--- src/rtl/fan_speed_ramp_ctrl_pkg.sv ---
// Shared keypad codes and ramp FSM state type for the fan speed controller.
package fan_speed_ramp_ctrl_pkg;

  localparam logic [3:0] KEY_0 = 4'h0;
  localparam logic [3:0] KEY_1 = 4'h1;
  localparam logic [3:0] KEY_2 = 4'h2;
  localparam logic [3:0] KEY_3 = 4'h3;
  localparam logic [3:0] KEY_4 = 4'h4;
  localparam logic [3:0] KEY_5 = 4'h5;
  localparam logic [3:0] KEY_6 = 4'h6;
  localparam logic [3:0] KEY_7 = 4'h7;
  localparam logic [3:0] KEY_8 = 4'h8;
  localparam logic [3:0] KEY_9 = 4'h9;
  localparam logic [3:0] KEY_SLEEP = KEY_9;

  typedef enum logic [1:0] {
    HOLD = 2'd0,
    UP   = 2'd1,
    DOWN = 2'd2
  } ramp_state_t;

endpackage

--- src/rtl/fan_speed_ramp_ctrl_pwm_gen.sv ---
// Free-running PWM generator; output is registered and high while pwm_cnt < duty.
module fan_pwm_gen #(
  parameter int PWM_W = 8
) (
  input  logic             clk,
  input  logic             rst_n,
  input  logic [PWM_W-1:0] duty,
  output logic             pwm_out
);

  logic [PWM_W-1:0] pwm_cnt;

  always_ff @(posedge clk or negedge rst_n) begin
    if (!rst_n) begin
      pwm_cnt <= '0;
      pwm_out <= 1'b0;
    end else begin
      pwm_cnt <= pwm_cnt + 1'b1;
      pwm_out <= (pwm_cnt < duty);
    end
  end

endmodule

--- src/rtl/fan_speed_ramp_ctrl.sv ---
// Fan speed controller: keypad level select, ramped duty, PWM output and sleep timer.
module fan_speed_ramp_ctrl
  import fan_speed_ramp_ctrl_pkg::*;
#(
  parameter int LEVELS    = 4,
  parameter int PWM_W     = 8,
  parameter int RAMP_DIV  = 1024,
  parameter int SLEEP_CYC = 2**24
) (
  input  logic                      clk,
  input  logic                      rst_n,
  input  logic [3:0]                key,
  input  logic                      key_valid,
  output logic [$clog2(LEVELS)-1:0] level,
  output logic [PWM_W-1:0]          duty,
  output logic                      pwm_out,
  output logic                      ramping,
  output logic                      sleep_arm
);

  localparam int LW  = $clog2(LEVELS);
  localparam int RCW = (RAMP_DIV > 1) ? $clog2(RAMP_DIV) : 1;
  localparam int SCW = $clog2(SLEEP_CYC);
  localparam logic [PWM_W-1:0] MAX_DUTY = '1;
  localparam logic [PWM_W-1:0] STEP     = PWM_W'((2**PWM_W - 1) / (LEVELS - 1));
  localparam logic [RCW-1:0]   RAMP_TC  = RCW'(RAMP_DIV - 1);
  localparam logic [SCW-1:0]   SLEEP_TC = SCW'(SLEEP_CYC - 1);

  logic [SCW-1:0]   sleep_cnt;
  logic [RCW-1:0]   ramp_cnt, ramp_cnt_nxt;
  logic [PWM_W-1:0] duty_nxt, tgt;
  ramp_state_t      state, state_nxt;

  // Timer expiry takes priority over any key strobe in the same cycle.
  always_ff @(posedge clk or negedge rst_n) begin
    if (!rst_n) begin
      level     <= '0;
      sleep_arm <= 1'b0;
      sleep_cnt <= '0;
    end else if (sleep_arm && sleep_cnt == SLEEP_TC) begin
      level     <= '0;
      sleep_arm <= 1'b0;
      sleep_cnt <= '0;
    end else begin
      if (sleep_arm)
        sleep_cnt <= sleep_cnt + 1'b1;
      if (key_valid) begin
        if (key == KEY_0) begin
          level     <= '0;
          sleep_arm <= 1'b0;
        end else if (key == KEY_SLEEP) begin
          sleep_arm <= !sleep_arm;
          sleep_cnt <= '0;
        end else if (int'(key) < LEVELS) begin
          level <= LW'(key);
        end
      end
    end
  end

  always_comb begin
    tgt = (level == LW'(LEVELS - 1)) ? MAX_DUTY : PWM_W'(level) * STEP;
  end

  always_ff @(posedge clk or negedge rst_n) begin
    if (!rst_n) begin
      state    <= HOLD;
      duty     <= '0;
      ramp_cnt <= '0;
    end else begin
      state    <= state_nxt;
      duty     <= duty_nxt;
      ramp_cnt <= ramp_cnt_nxt;
    end
  end

  // Direction is re-checked every cycle so a target change mid-ramp reverses at once.
  always_comb begin
    state_nxt    = state;
    duty_nxt     = duty;
    ramp_cnt_nxt = ramp_cnt;
    case (state)
      HOLD: begin
        ramp_cnt_nxt = '0;
        if (tgt > duty)      state_nxt = UP;
        else if (tgt < duty) state_nxt = DOWN;
      end
      UP: begin
        if (tgt < duty) begin
          state_nxt    = DOWN;
          ramp_cnt_nxt = '0;
        end else if (tgt == duty) begin
          state_nxt    = HOLD;
          ramp_cnt_nxt = '0;
        end else if (ramp_cnt == RAMP_TC) begin
          duty_nxt     = duty + 1'b1;
          ramp_cnt_nxt = '0;
          if (duty_nxt == tgt) state_nxt = HOLD;
        end else begin
          ramp_cnt_nxt = ramp_cnt + 1'b1;
        end
      end
      DOWN: begin
        if (tgt > duty) begin
          state_nxt    = UP;
          ramp_cnt_nxt = '0;
        end else if (tgt == duty) begin
          state_nxt    = HOLD;
          ramp_cnt_nxt = '0;
        end else if (ramp_cnt == RAMP_TC) begin
          duty_nxt     = duty - 1'b1;
          ramp_cnt_nxt = '0;
          if (duty_nxt == tgt) state_nxt = HOLD;
        end else begin
          ramp_cnt_nxt = ramp_cnt + 1'b1;
        end
      end
      default: begin
        state_nxt    = HOLD;
        ramp_cnt_nxt = '0;
      end
    endcase
  end

  assign ramping = (state != HOLD);

  fan_pwm_gen #(.PWM_W(PWM_W)) u_pwm (
    .clk     (clk),
    .rst_n   (rst_n),
    .duty    (duty),
    .pwm_out (pwm_out)
  );

endmodule

--- config.mk ---
export PLATFORM = sky130hd
export DESIGN_NAME = fan_speed_ramp_ctrl
export DESIGN_NICKNAME = d
export VERILOG_FILES = /design/src/rtl/fan_speed_ramp_ctrl_pkg.sv /design/src/rtl/fan_speed_ramp_ctrl_pwm_gen.sv /design/src/rtl/fan_speed_ramp_ctrl.sv
export SDC_FILE = /design/constraint.sdc
export NUM_CORES = 1
export LEC_CHECK = 0
export ABC_AREA = 1
export CAP_MARGIN = 30
export CORE_AREA = 8 8 88 90
export CTS_CLUSTER_DIAMETER = 100
export DETAILED_ROUTE_END_ITERATION = 6
export DIE_AREA = 0 0 96 98
export PLACE_DENSITY = 0.78
export SETUP_SLACK_MARGIN = 0.3
export SKIP_LAST_GASP = 1
export SLEW_MARGIN = 5
export SYNTH_ARGS = -nofsm -noshare
export SYNTH_HDL_FRONTEND = slang
export SYNTH_SLANG_ARGS = --single-unit
--- constraint.sdc ---
create_clock -name clk -period 2.3 [get_ports clk]
set_clock_uncertainty 0.05 [all_clocks]
set_input_delay 0.46 -clock clk [delete_from_list [all_inputs] [get_ports clk]]
set_output_delay 0.46 -clock clk [all_outputs]
set_load 0.01 [all_outputs]
* Word level (Yosys, flattened, before mapping)
Index checks and enable logic that the tools add are counted.
** Word-level totals
- Bits of input ports :: 7
- Memories kept :: 0
- Word-level logic and storage cells :: 90
- Latch bits :: 0
- Output and inout port bits :: 13
- Bits in read-only memories :: 0
- Memory bits (writable) :: 0
- Flip-flop bits (word level) :: 56
** Operators by class
- Shift operators :: 0
- Multiply operators :: 1
- $add $sub $neg :: 5
- Magnitude comparators :: 4
- Equal/unequal tests :: 21
- Divide/modulo/power cells :: 0
- Bitwise logic cells :: 0
- Reduce and logical (&&, ||, !) cells :: 13
- Multiplexer cells :: 38
** Operators by type and width (count)
- $mux 24 :: 5
- $mux 8 :: 7
- $mux 10 :: 4
- $mux 2 :: 15
- $add 24x1->24 const B :: 1
- $eq 24x24->1 const B :: 1
- $eq 8x8->1 :: 3
- $pmux 10 s2 :: 1
- $add 8x1->8 const B :: 2
- $lt 8x8->1 :: 2
- $ne 4x4->1 const B :: 4
- $pmux 8 s2 :: 1
- $ne 2x2->1 const B :: 6
- $add 10x1->10 const B :: 1
- $eq 10x10->1 const B :: 1
- $gt 8x8->1 :: 1
- $mul 2x7->8 const B :: 1
- $sub 8x1->8 const B :: 1
- $reduce_and 7->1 :: 1
- $ne 3x3->1 const B :: 2
- $pmux 2 s3 :: 1
- $reduce_bool 2->1 :: 3
- $reduce_bool 3->1 :: 2
- $reduce_and 5->1 :: 1
- 11 further kinds :: 15

* Depth between registers and ports, before layout
- Depth in word-level cells :: 8
- Gate-level depth with buffers :: 15
- Gate-level depth less buffers :: 15

* By module
A second synthesis with hierarchy kept.
** Unflattened totals
- Cells, all modules :: 493
- Area, all modules :: 3746.1 um2
** Modules (own cells, without submodules)
- fan_speed_ramp_ctrl :: area an instance 3221.8 um2, cells an instance 437, times used 1, sequential area each 1176.1 um2
- fan_pwm_gen :: area an instance 524.3 um2, cells an instance 56, times used 1, sequential area each 225.2 um2

* Worst setup path before layout
Ideal clock, no wire load.
- Path kind :: flip-flop to flip-flop
- Start :: register level[1]
- End :: register ramp_cnt[0]
- Data required time :: 2118 ps
- Path buffers :: 2
- Stages on the path, launching flop included :: 11
- Data arrival time :: 1909 ps
- Clock period less this slack :: 2090 ps
- Library setup time :: 132 ps
- Setup slack :: 210 ps
- Cells stage by stage :: dfrtp_1 -> clkbuf_2 -> clkbuf_1 -> ha_1 -> a21o_1 -> nor2_1 -> nand2_1 -> nand2_1 -> nor2_1 -> o211ai_2 -> nor2_1
** On the way
- Cells in the longest elaborated chain, start to end :: 6
- Elaborated cells between the ends (all ways) :: 10
- Those cells by class :: mul: 1; order compare: 2; eq/ne: 2; mux: 5
** Ends and longest elaborated chain
- start, declared :: RTL line fan_speed_ramp_ctrl.sv:14 : output logic [$clog2(LEVELS)-1:0] level,
- start signal, assigned :: RTL line fan_speed_ramp_ctrl.sv:55 : level <= LW'(key);
- $mul 2x7->8 or $eq 2x2->1 (tied branches) :: RTL line fan_speed_ramp_ctrl.sv:62 : tgt = (level == LW'(LEVELS - 1)) ? MAX_DUTY : PWM_W'(level) * STEP;
- $mux 8 * :: RTL line fan_speed_ramp_ctrl.sv:62
- parallel branches: the longest is 3 deep, another holds $gt 8x8->1
- $pmux 10 s2 * :: RTL line fan_speed_ramp_ctrl.sv:82 : case (state)
- net ramp_cnt_nxt[0] :: RTL line fan_speed_ramp_ctrl.sv:30 : logic [RCW-1:0] ramp_cnt, ramp_cnt_nxt;
- end signal, assigned :: RTL line fan_speed_ramp_ctrl.sv:73 : ramp_cnt <= ramp_cnt_nxt;
- end, declared :: RTL line fan_speed_ramp_ctrl.sv:30
Mark *: on every way through the listed nets, which the timed path passes.
A chain may end at the register's enable or synchronous reset.

* Worst setup path after layout
- Start :: register level[1]
- End :: register ramp_cnt[5]
Same word-level chain as after synthesis.

==> impl_metrics.toml <==
[run_status]
status = "complete, no violations"

[setup_path]
r2r_start = "level[1]$_DFFE_PN0P_"
r2r_end = "ramp_cnt[5]$_DFF_PN0_"
critical_path_arrival_ns = 2.27
required_ns = 2.47
criticalPathCategory = "reg2reg"
cp_max_fo = 6
reg2regPathDepth = 9
crit_cells = 9
critical_path.top_delay_family = "simple AND/OR/NAND/NOR gates"
path_cells = "ha_4 > nand2_2 > nor2_4 > nand4_1 > nand3_2 > nor2_2 > o211ai_2 > buf_4 > nor2_1"
start_kind = "flip-flop"
r2r_setup_slack_ns = 0.20
cp_num_buf_inv = 1
end_kind = "flip-flop"
cpMaxStageDelayCell = "dfrtp_2"
critical_path.max_stage_delay_ns = 0.50

[routing]
via_per_inst = 5.68
vias = 3567
drt_pass1_iterations = 5
route.antenna.remaining_nets = 0
drc = 0
drtIter0Drc = 250
drt-wirelength-per-cell_um = 14.8
totalWireLength_um = 9300

[die]
fp.dieArea_mm2 = 0.00941
fp-row-count = 30
start_util_pct = 56.9
die_h_um = 98
die_x_um = 96
core-area_mm2 = 0.00649
io_pins = 20

[sta]
holdWs_ns = 0.190
fin_crit_ns = 2.10
setup_violations = 0
tightest_slew_ns = 0.729
rsz0062_at_grt = "true"
setup_tns_ns = 0
hold_viol = 0
slew_headroom_pct = 51.4
max_freq_mhz = 476
finalCritPeriodShare_pct = 91.4
drv_slew = 0

[yosys]
synth_top_family_by_area = "simple AND/OR/NAND/NOR gates"
synthSimpleGateAreaFrac_pct = 32.0
syn_area_per_cell_um2 = 7.55
synth_mux_area_share_pct = 0
syn_nets = 520
yosys.cell_types.count = 37
synth-xor-area-share_pct = 7.59
synth_ff_type = "dfrtp_1"
synthesis.area_mm2 = 0.00369
yosys_warnings = 0
async_flop_share_pct = 100
synthCells = 489
yosys_register_bits = 56
yosys.area_share.adder_pct = 8.13
seq_area_frac_synth_pct = 37.9
synth-compound-area-share_pct = 6.61
synth_edf_count = 0

[layout]
multiInputGateArea_mm2 = 0.00220
fin_nets = 578
diodes = 0
fillers = 511
regArea_mm2 = 0.00141
drive_gt1_share_pct = 20.6
syn_to_final_growth_pct = 22.5

[clock_network]
cts_tree = "built"
root_buffer = "clkbuf_8"
htree_levels = 2
numCtsBuffers = 5
clk_path_buf_depth = 2
clk_pin_slew_ns = 0.13
cts.sinks = 56
clkLatencyLatePin_ns = 0.34

[global_route]
grt_pass1_vias = 3268
grt_use_total_pct = 18.9
grt_remaining_overflow = 0
grt_max_degree = 57
antenna_found_initial = 0
grt_first_pass_wirelength_um = 14400

[flow_run]
drv_cap = 0

[place]
gp_congestion = 0.928
io_buffers = 19
dp.final_hpwl_um = 5940

[pwr]
leakage_nw = 2.11
peakVddDrop_uv = 434
powerDensity_mw_per_mm2 = 611

[hold_path]
hold_class = "in2async"
[how the worst max path moves through the flow]
stage                                startpoint                    end  slack [ns]
after global routing       level[0]$_DFFE_PN0P_    duty[1]$_DFFE_PN0P_        0.13
after floorplan            level[1]$_DFFE_PN0P_  ramp_cnt[0]$_DFF_PN0_        0.27
final                      level[1]$_DFFE_PN0P_  ramp_cnt[5]$_DFF_PN0_        0.20
after CTS                 ramp_cnt[1]$_DFF_PN0_   state[0]$_DFFE_PN0P_        0.28
after detailed placement    duty[0]$_DFFE_PN0P_   state[0]$_DFFE_PN0P_        0.14
after global placement      duty[0]$_DFFE_PN0P_   state[0]$_DFFE_PN0P_        0.20
[cells by family (layout without fill, tap and decap cells)]
family | after synthesis | in the layout
simple gates | 266 | 267
fa+ha+maj | 24 | 24
xor+xnor | 32 | 32
buf+inv | 69 | 127
compound gates | 42 | 42
flops | 56 | 56
[per-stage QoR]
step           instance area [um2]  setup slack [ns]  instances  power (mW)  utilization (%)
2_1_floorplan                 3710             0.274        489        1.81                -
3_3_place_gp                  4020             0.201        590        1.98             61.8
3_5_place_dp                  4020             0.143        590        2.02             61.8
4_1_cts                       4210             0.281        607        2.65             64.9
5_1_grt                       4520             0.127        628        2.93             69.7
6_report                      4520             0.198        628        2.76             69.7
[power by group]
part | total (mW) | switching, mW | internal (mW)
Clock | 0.594 | 0.369 | 0.225
Sequential | 1.26 | 0.135 | 1.13
Combinational | 0.910 | 0.520 | 0.390
Total | 2.76 | 1.02 | 1.74
[flip-flops by register name, indices dropped and copies added (netlist names)]
signal         cells
sleep_cnt         24
sleep_arm          1
u_pwm.pwm_out      1
ramp_cnt          10
duty               8
level              2
state              2
u_pwm.pwm_cnt      8
[placed cells by master (no fill, tap or decap), drive strengths merged, types with 3 or more instances in the layout]
master | synthesis | layout
nand2 | 118 | 118
nor2 | 74 | 74
inv | 59 | 59
dfrtp | 56 | 56
buf | 6 | 40
nand3 | 39 | 40
ha | 24 | 24
xor2 | 23 | 23
clkdlybuf4s50 | 0 | 16
o21ai | 16 | 16
nor3 | 15 | 15
a21oi | 14 | 14
nand4 | 11 | 11
xnor2 | 9 | 9
clkbuf | 4 | 5
o211ai | 4 | 4
clkinv | 0 | 4
nor4 | 3 | 3
nor3b | 3 | 3
[cells in the mapped netlist, types with 3 or more instances]
cell,count,area [um2]
nor2_2,5,31.3
inv_1,57,214
buf_2,4,20.0
nand2_1,117,439
clkbuf_1,3,11.3
dfrtp_1,56,1400
xor2_1,23,201
o211ai_1,3,22.5
nor4_1,3,18.8
a21oi_1,14,70.1
nor3_1,14,70.1
xnor2_1,9,78.8
o21ai_1,4,20.0
nand4_1,11,68.8
nor3b_1,3,22.5
nand3_1,38,190
o21ai_0,12,60.1
ha_1,24,300
nor2_1,65,244
nor2_4,4,45.0
[area by class of cell]
cell class | count | area share (%)
clock buffers | 5 | 1.52
repair buffers | 58 | 10.7
well taps | 80 | 2.21
inverters | 59 | 5.06
clock inverters | 3 | 0.608
repair inverters | 2 | 0.221
flip-flops and latches | 56 | 31.1
multi-input cells | 365 | 48.6
[layer usage]
metal	global-route usage [%]	routed length [um]	vias up	share of wire, %
met4	8.64	316	0	3.4
met2	31.8	4590	147	49
met1	22.7	3890	1689	42
met5	0	0	-	0
li1	-	-	1694	-
met3	2.84	506	37	5.4
[repair_timing]
action,4_1_cts,5_1_grt
gates resized for setup,13,46
pin swaps,7,18
setup buffers,8,18
endpoints found under the setup margin,21,41
endpoints found under the hold margin,0,0
cloned,1,3
hold buffers,0,0
No activity file was read; power rests on OpenSTA's default activity.
